**src/rtl/tx_arbiter.sv**
```systemverilog
// rtl/tx_arbiter.sv - round-robin arbiter sharing one UART transmitter
//
// Grants one requester at a time and launches its frame on the shared
// transmitter. After each frame ends (or times out) it enforces an idle gap
// before the next grant.
//
// Ports:
//   clk, rst_n     : clock, asynchronous active-low reset
//   req            : per-requester level request, held until its done pulse
//   req_msg        : packed payloads, requester i at [i*MSG_SIZE +: MSG_SIZE]
//   req_coded      : per-requester message type (1 = coded frame)
//   grant          : one-hot owner of the transmitter
//   done           : one-clock pulse to the owner when its frame completes
//   tx_start       : one-clock start pulse to the transmitter
//   tx_msg         : payload latched from the winner
//   tx_msg_select  : type bit latched from the winner
//   tx_busy        : transmitter status, high while shifting a frame
//   err            : one-clock pulse when tx_busy never rose after tx_start
module tx_arbiter #(
  parameter int N_REQ         = 4,
  parameter int MSG_SIZE      = 6,
  parameter int GAP_TICKS     = 27000000,
  parameter int TIMEOUT_TICKS = 270000
) (
  input  logic                      clk,
  input  logic                      rst_n,
  input  logic [N_REQ-1:0]          req,
  input  logic [N_REQ*MSG_SIZE-1:0] req_msg,
  input  logic [N_REQ-1:0]          req_coded,
  output logic [N_REQ-1:0]          grant,
  output logic [N_REQ-1:0]          done,
  output logic                      tx_start,
  output logic [MSG_SIZE-1:0]       tx_msg,
  output logic                      tx_msg_select,
  input  logic                      tx_busy,
  output logic                      err
);

  localparam int PTR_W = (N_REQ > 1) ? $clog2(N_REQ) : 1;

  // A zero or one tick gap/timeout still occupies one clock in its state.
  localparam int GAP_MAX = (GAP_TICKS > 1) ? GAP_TICKS : 1;
  localparam int TO_MAX  = (TIMEOUT_TICKS > 1) ? TIMEOUT_TICKS : 1;
  localparam int CNT_MAX = (GAP_MAX > TO_MAX) ? GAP_MAX : TO_MAX;
  localparam int CNT_W   = $clog2(CNT_MAX + 1);

  localparam logic [CNT_W-1:0] GAP_LAST = CNT_W'(GAP_MAX - 1);
  localparam logic [CNT_W-1:0] TO_LAST  = CNT_W'(TO_MAX - 1);
  localparam logic [PTR_W-1:0] PTR_LAST = PTR_W'(N_REQ - 1);

  typedef enum logic [2:0] {
    S_IDLE,
    S_LAUNCH,
    S_WAIT_BUSY,
    S_WAIT_DONE,
    S_GAP
  } state_t;

  state_t                state_q;
  logic [PTR_W-1:0]      ptr_q;
  logic [CNT_W-1:0]      cnt_q;
  logic [N_REQ-1:0]      grant_q;
  logic [N_REQ-1:0]      done_q;
  logic                  tx_start_q;
  logic [MSG_SIZE-1:0]   tx_msg_q;
  logic                  tx_msg_select_q;
  logic                  err_q;

  // Arbitration result for the current request vector.
  logic                  any_req;
  logic [PTR_W-1:0]      win_idx;
  logic [PTR_W-1:0]      ptr_d;
  logic [N_REQ-1:0]      grant_d;
  logic [MSG_SIZE-1:0]   win_msg;
  logic                  win_coded;
  int                    off;
  int                    best_off;

  // Round-robin: the requester with the smallest distance from ptr wins.
  // Each candidate's distance is (j - ptr) mod N_REQ, so ptr itself is 0.
  always_comb begin
    any_req   = |req;
    win_idx   = '0;
    grant_d   = '0;
    win_msg   = '0;
    win_coded = 1'b0;
    best_off  = N_REQ;
    off       = 0;
    for (int j = 0; j < N_REQ; j++) begin
      off = j - int'(ptr_q);
      if (off < 0) begin
        off = off + N_REQ;
      end
      if (req[j] && (off < best_off)) begin
        best_off   = off;
        win_idx    = PTR_W'(j);
        grant_d    = '0;
        grant_d[j] = 1'b1;
        win_msg    = req_msg[j*MSG_SIZE +: MSG_SIZE];
        win_coded  = req_coded[j];
      end
    end
    ptr_d = (win_idx == PTR_LAST) ? '0 : win_idx + 1'b1;
  end

  always_ff @(posedge clk or negedge rst_n) begin
    if (!rst_n) begin
      state_q         <= S_IDLE;
      ptr_q           <= '0;
      cnt_q           <= '0;
      grant_q         <= '0;
      done_q          <= '0;
      tx_start_q      <= 1'b0;
      tx_msg_q        <= '0;
      tx_msg_select_q <= 1'b0;
      err_q           <= 1'b0;
    end else begin
      // Pulse outputs default low; each is raised for exactly one clock.
      tx_start_q <= 1'b0;
      done_q     <= '0;
      err_q      <= 1'b0;

      case (state_q)
        S_IDLE: begin
          if (any_req) begin
            tx_msg_q        <= win_msg;
            tx_msg_select_q <= win_coded;
            grant_q         <= grant_d;
            ptr_q           <= ptr_d;
            state_q         <= S_LAUNCH;
          end
        end

        S_LAUNCH: begin
          tx_start_q <= 1'b1;
          cnt_q      <= '0;
          state_q    <= S_WAIT_BUSY;
        end

        S_WAIT_BUSY: begin
          if (tx_busy) begin
            state_q <= S_WAIT_DONE;
          end else if (cnt_q == TO_LAST) begin
            // Transmitter never acknowledged: release the owner without done.
            err_q   <= 1'b1;
            grant_q <= '0;
            cnt_q   <= '0;
            state_q <= S_GAP;
          end else begin
            cnt_q <= cnt_q + 1'b1;
          end
        end

        S_WAIT_DONE: begin
          if (!tx_busy) begin
            done_q  <= grant_q;
            grant_q <= '0;
            cnt_q   <= '0;
            state_q <= S_GAP;
          end
        end

        S_GAP: begin
          if (cnt_q == GAP_LAST) begin
            cnt_q   <= '0;
            state_q <= S_IDLE;
          end else begin
            cnt_q <= cnt_q + 1'b1;
          end
        end

        default: begin
          grant_q <= '0;
          cnt_q   <= '0;
          state_q <= S_IDLE;
        end
      endcase
    end
  end

  assign grant         = grant_q;
  assign done          = done_q;
  assign tx_start      = tx_start_q;
  assign tx_msg        = tx_msg_q;
  assign tx_msg_select = tx_msg_select_q;
  assign err           = err_q;

endmodule

```
**config.mk**
```make
export PLATFORM = sky130hd
export DESIGN_NAME = tx_arbiter
export DESIGN_NICKNAME = d
export VERILOG_FILES = /design/src/rtl/tx_arbiter.sv
export SDC_FILE = /design/constraint.sdc
export NUM_CORES = 1
export LEC_CHECK = 0
export ABC_AREA = 0
export BUFFER_PORTS_ARGS = -buffer_cell sky130_fd_sc_hd__buf_2
export CORE_MARGIN = 5
export CORE_UTILIZATION = 55
export CTS_CLUSTER_SIZE = 20
export DETAILED_ROUTE_END_ITERATION = 8
export PLACE_DENSITY = 0.79
export SKIP_CTS_REPAIR_TIMING = 1
export SLEW_MARGIN = 10
export SYNTH_ARGS = -nofsm -noshare
export SYNTH_HDL_FRONTEND = slang
export SYNTH_SLANG_ARGS = --single-unit
```
**constraint.sdc**
```tcl
create_clock -name clk -period 3.9 [get_ports clk]
set_input_delay 0.39 -clock clk [delete_from_list [all_inputs] [get_ports clk]]
set_output_delay 0.39 -clock clk [all_outputs]
set_load 0.005 [all_outputs]
```
==> summary.md <==
| Metric | Value |
|---|---|
| Peak VDD IR | slightly above 0.0004 V |
| Port Buf Inserts | 51 |
| RSZ-0062 raised after global routing | false |
| Diodes inserted | 0 |
| DRC violations left | 0 |
| CTS Buf Count | 5 |
| Largest net degree at the start of global routing | 48 |
| Clock sinks | 47 |
| CP Launch Point | ptr_q[0] |
| Antenna violations before repair | 0 |
| Final #Nets | 387 |
| Post-synth top area cell | dfrtp_1 |
| Slew Viols, Final | 0 |
| Routing usage on met1 | 27.60% |
| Hpwl dp | 4764 µm |
| Via count | approximately 2400 |
| Area Overhead vs Synth | 15.80% |
| Async SR Flop Fraction | 100.0% |
| Setup TNS | 0 ns |
| Slew HR | 29.99% |
| Detailed-route wire length per cell | 15.09 µm |
| Mapped Cells | between 200 and 300 |
| Full die area | 6395 µm² |
| Worst-Margin Slew | 1.041 ns |
| RePlAce Congestion | 0.9138 |
| Die Wd | 79.97 µm |
| First-pass GRT wire length | 10780 µm |
| Fin crit period | 3.345 ns |
| Setup crit end kind | flip-flop |
| Starting Density | 57.01% |
| Slowest CP cell | or3b_2 |
| Clk_skew | 0.01351 ns |
| Synth Flop Type | dfrtp_1 |
| Mean Syn Cell Area | 9.005 µm² |
| Crit Path Category | reg2reg |
| Worst EP required | 4.11 ns |
| Clock transition at path regs | roughly 0.10 ns |
| Clock tree from TritonCTS | done |
| Max Buffers Root-to-Sink | 2 |
| GR met3 Demand/Resource | 4.063% |
| Worst min-delay path class | in2async |
| Lkg Pwr | 1.408 nW |
| Cell variety after synth | 54 |
| Worst-path maximum fanout | 14 |
| Row cnt | 25 |
| Hold Slack | 0.2600 ns |
| Total Routed Length | 6292 µm |
| Proportion of layout cells with a drive suffix above 1 | between 10% and 20% |
| Syn. warnings | 0 |
| Yosys top cell area share | between 40% and 50% |
| Reg-to-Reg Start | ptr_q[0] |
| Final setup violation count | 0 |
| Global route overflow | 0 |
| Die Y | 79.97 µm |
| Critical-path cell list | nor2b_1 -> a32oi_1 -> ha_1 -> o22ai_1 -> o21a_1 -> nor2_1 -> a21oi_1 -> ha_1 -> o21ai_0 -> a21oi_1 -> or3b_2 -> a32o_1 |
| Fillers | 399 |
| Synthesized area | 2693 µm² |
| Detailed Route Iter0 Violations | 118 |
| Crit path launch type | flip-flop |
| Top cells by area, synth | dfrtp_1 (44%), nor2_1 (4.7%), xor2_1 (4.6%), nand2_1 (4.2%), nand3_1 (3.2%) |
| WP data arrival | 3.56 ns |
| H-tree Lvls | 2 |
| Vias per cell | 5.803 |
| Outcome | completed |
| Pwr Density | 606.7 nW/µm² |
| Number of flops mapped to enable cells by yosys | 0 |
| Max frequency | approximately 0.3 GHz |
| Hold Vio Cnt, Final | 0 |
| Insertion delay to the later sink of the worst-skew pair | 0.31 ns |
| I/O pins | 52 |
| Register area share after synthesis | 43.68% |
| Root buf cell | clkbuf_8 |
| Core area | 4723 µm² |
| Post-synthesis net count | around 340 |
| TritonRoute pass-1 iters | 4 |
| Met2 usage | 35.43% |
| CP peak stage delay | 0.52 ns |
| Vias in the first global route | 2360 |
| Routed Antenna Nets | 0 |
| Area of the multi-input gates | 1449 µm² |
| Most Crowded Layer GR | met2 |
| All-Layer GR Usage | a little over a fifth |
| Post-synthesis register bit count | 47 |
| Max cap viols | 0 |
| Seq. cell area | 1176 µm² |
| Crit share post-route | a little under nine tenths |
worst max-delay path, delay by kind of cell (launching register included):
family	cells	cell delay (ns)
DFF	1	0.50
adders and majority gates	2	0.56
AOI/OAI and AO/OA	7	1.41
and+or+nand+nor	3	0.79
path summary, 6_finish.rpt:
kind | end | slack, ns | depth (start not counted)
worst min-delay path | cnt_q[0] | 0.26 | 1
worst max-delay path | grant[1] | 0.55 | 12
min in group clk | tx_msg[4] | 0.33 | 3
worst max register to register | grant[1] | 0.55 | 12
max in group asynchronous | cnt_q[16] | 3.00 | 1
worst min register to register | tx_msg[1] | 0.49 | 2
area by class of cell:
cell class	instances	area share, %
sequential	47	37.72
clock buffer	5	2.207
inverter	6	0.7223
timing repair buffer	53	8.668
tap	67	2.689
clock inverter	3	1.525
multi-input combinational	236	46.47
Yosys cell counts (2+ instances only):
cell type  number
a21oi_1        10
a221oi_1        5
a22o_1          2
a22oi_1         3
a31oi_1         4
and2_1          6
and3_1          4
and4_1          3
buf_4           2
clkbuf_1        7
dfrtp_1        47
ha_1            3
inv_1           6
mux2i_1         3
nand2_1        30
nand2b_1        3
nand3_1        17
nand3b_1        2
nand4_1         6
nand4b_1        2
nor2_1         34
nor2b_1         9
nor3_1          3
nor3b_1         3
nor4_1          7
nor4b_1         4
o211ai_1        2
o21ai_0        14
o21ai_1         7
o31a_1          2
o31ai_1         2
or2_2           4
or3_1           3
or4_1           2
xnor2_1         6
xor2_1         14
sequential cells by signal (all words and copies together), names as in the netlist, 2 cells and up:
register	flops
cnt_q	25
done	4
grant	4
ptr_q	2
state_q	3
tx_msg	6
report_power, final:
part / total [mW] / internal (mW) / switching, mW / leakage, nW
Combinational: 0.832 / 0.338 / 0.494 / 0.721
Clock: 0.373 / 0.194 / 0.178 / 0.0587
Sequential: 0.687 / 0.581 / 0.106 / 0.629
placed cells by master, fill, tap and decap left out, types with 2 or more instances in the layout:
cell,netlist,routed
nor2_1,34,34
a221oi_1,5,5
o211ai_1,2,2
mux2i_1,3,3
nand2_1,30,30
nor4b_1,4,4
nor2b_1,9,9
nor3b_1,3,3
and4_1,3,3
xnor2_1,6,6
buf_2,0,51
a22o_1,2,2
a31oi_1,4,4
nor4_1,7,7
nand4b_1,2,2
inv_1,6,6
or2_2,4,4
nand2b_1,3,3
or4_1,2,2
dfrtp_1,47,47
and2_1,6,6
ha_1,3,3
nand4_1,6,6
xor2_1,14,14
o31ai_1,2,2
a21oi_1,10,10
and3_1,4,4
o31a_1,2,2
nand3_1,17,17
nand3b_1,2,2
buf_4,2,2
clkbuf_8,0,5
nor3_1,3,3
a22oi_1,3,3
o21ai_0,14,14
or3_1,3,3
o21ai_1,7,7
per-stage QoR:
stage | std cells | utilization (%) | worst slack [ns] | instance area (µm²) | power [mW]
CTS | 417 | 66.01 | 0.5827 | 3118 | 1.900
detailed placement | 409 | 63.55 | 0.5897 | 3002 | 1.527
finish | 417 | 66.01 | 0.5549 | 3118 | 1.892
global route | 417 | 66.01 | 0.3891 | 3118 | 2.040
floorplan | 299 | - | 0.7172 | 2693 | 1.281
global placement | 409 | 63.55 | 0.7297 | 3002 | 1.490
routing by layer:
layer / wire length, µm / vias up
met3: 343 / 10
met5: 0 / -
met2: 3065 / 69
met4: 91 / 0
li1: - / 1186
met1: 2792 / 1155
kinds of logic (layout without fill, tap and decap cells):
| logic type | Yosys count | in the layout | synth area share [%] |
|---|---|---|---|
| AO/OA/AOI/OAI | 61 | 61 | 14.92 |
| XOR/XNOR | 20 | 20 | 6.506 |
| adder cells (fa/ha/maj) | 3 | 3 | 1.394 |
| buffers and inverters | 16 | 67 | 2.509 |
| flip-flops | 47 | 47 | 43.68 |
| multiplexers | 4 | 4 | 1.533 |
| AND/OR/NAND/NOR | 148 | 148 | 29.46 |
No activity file was read; power rests on OpenSTA's default activity.
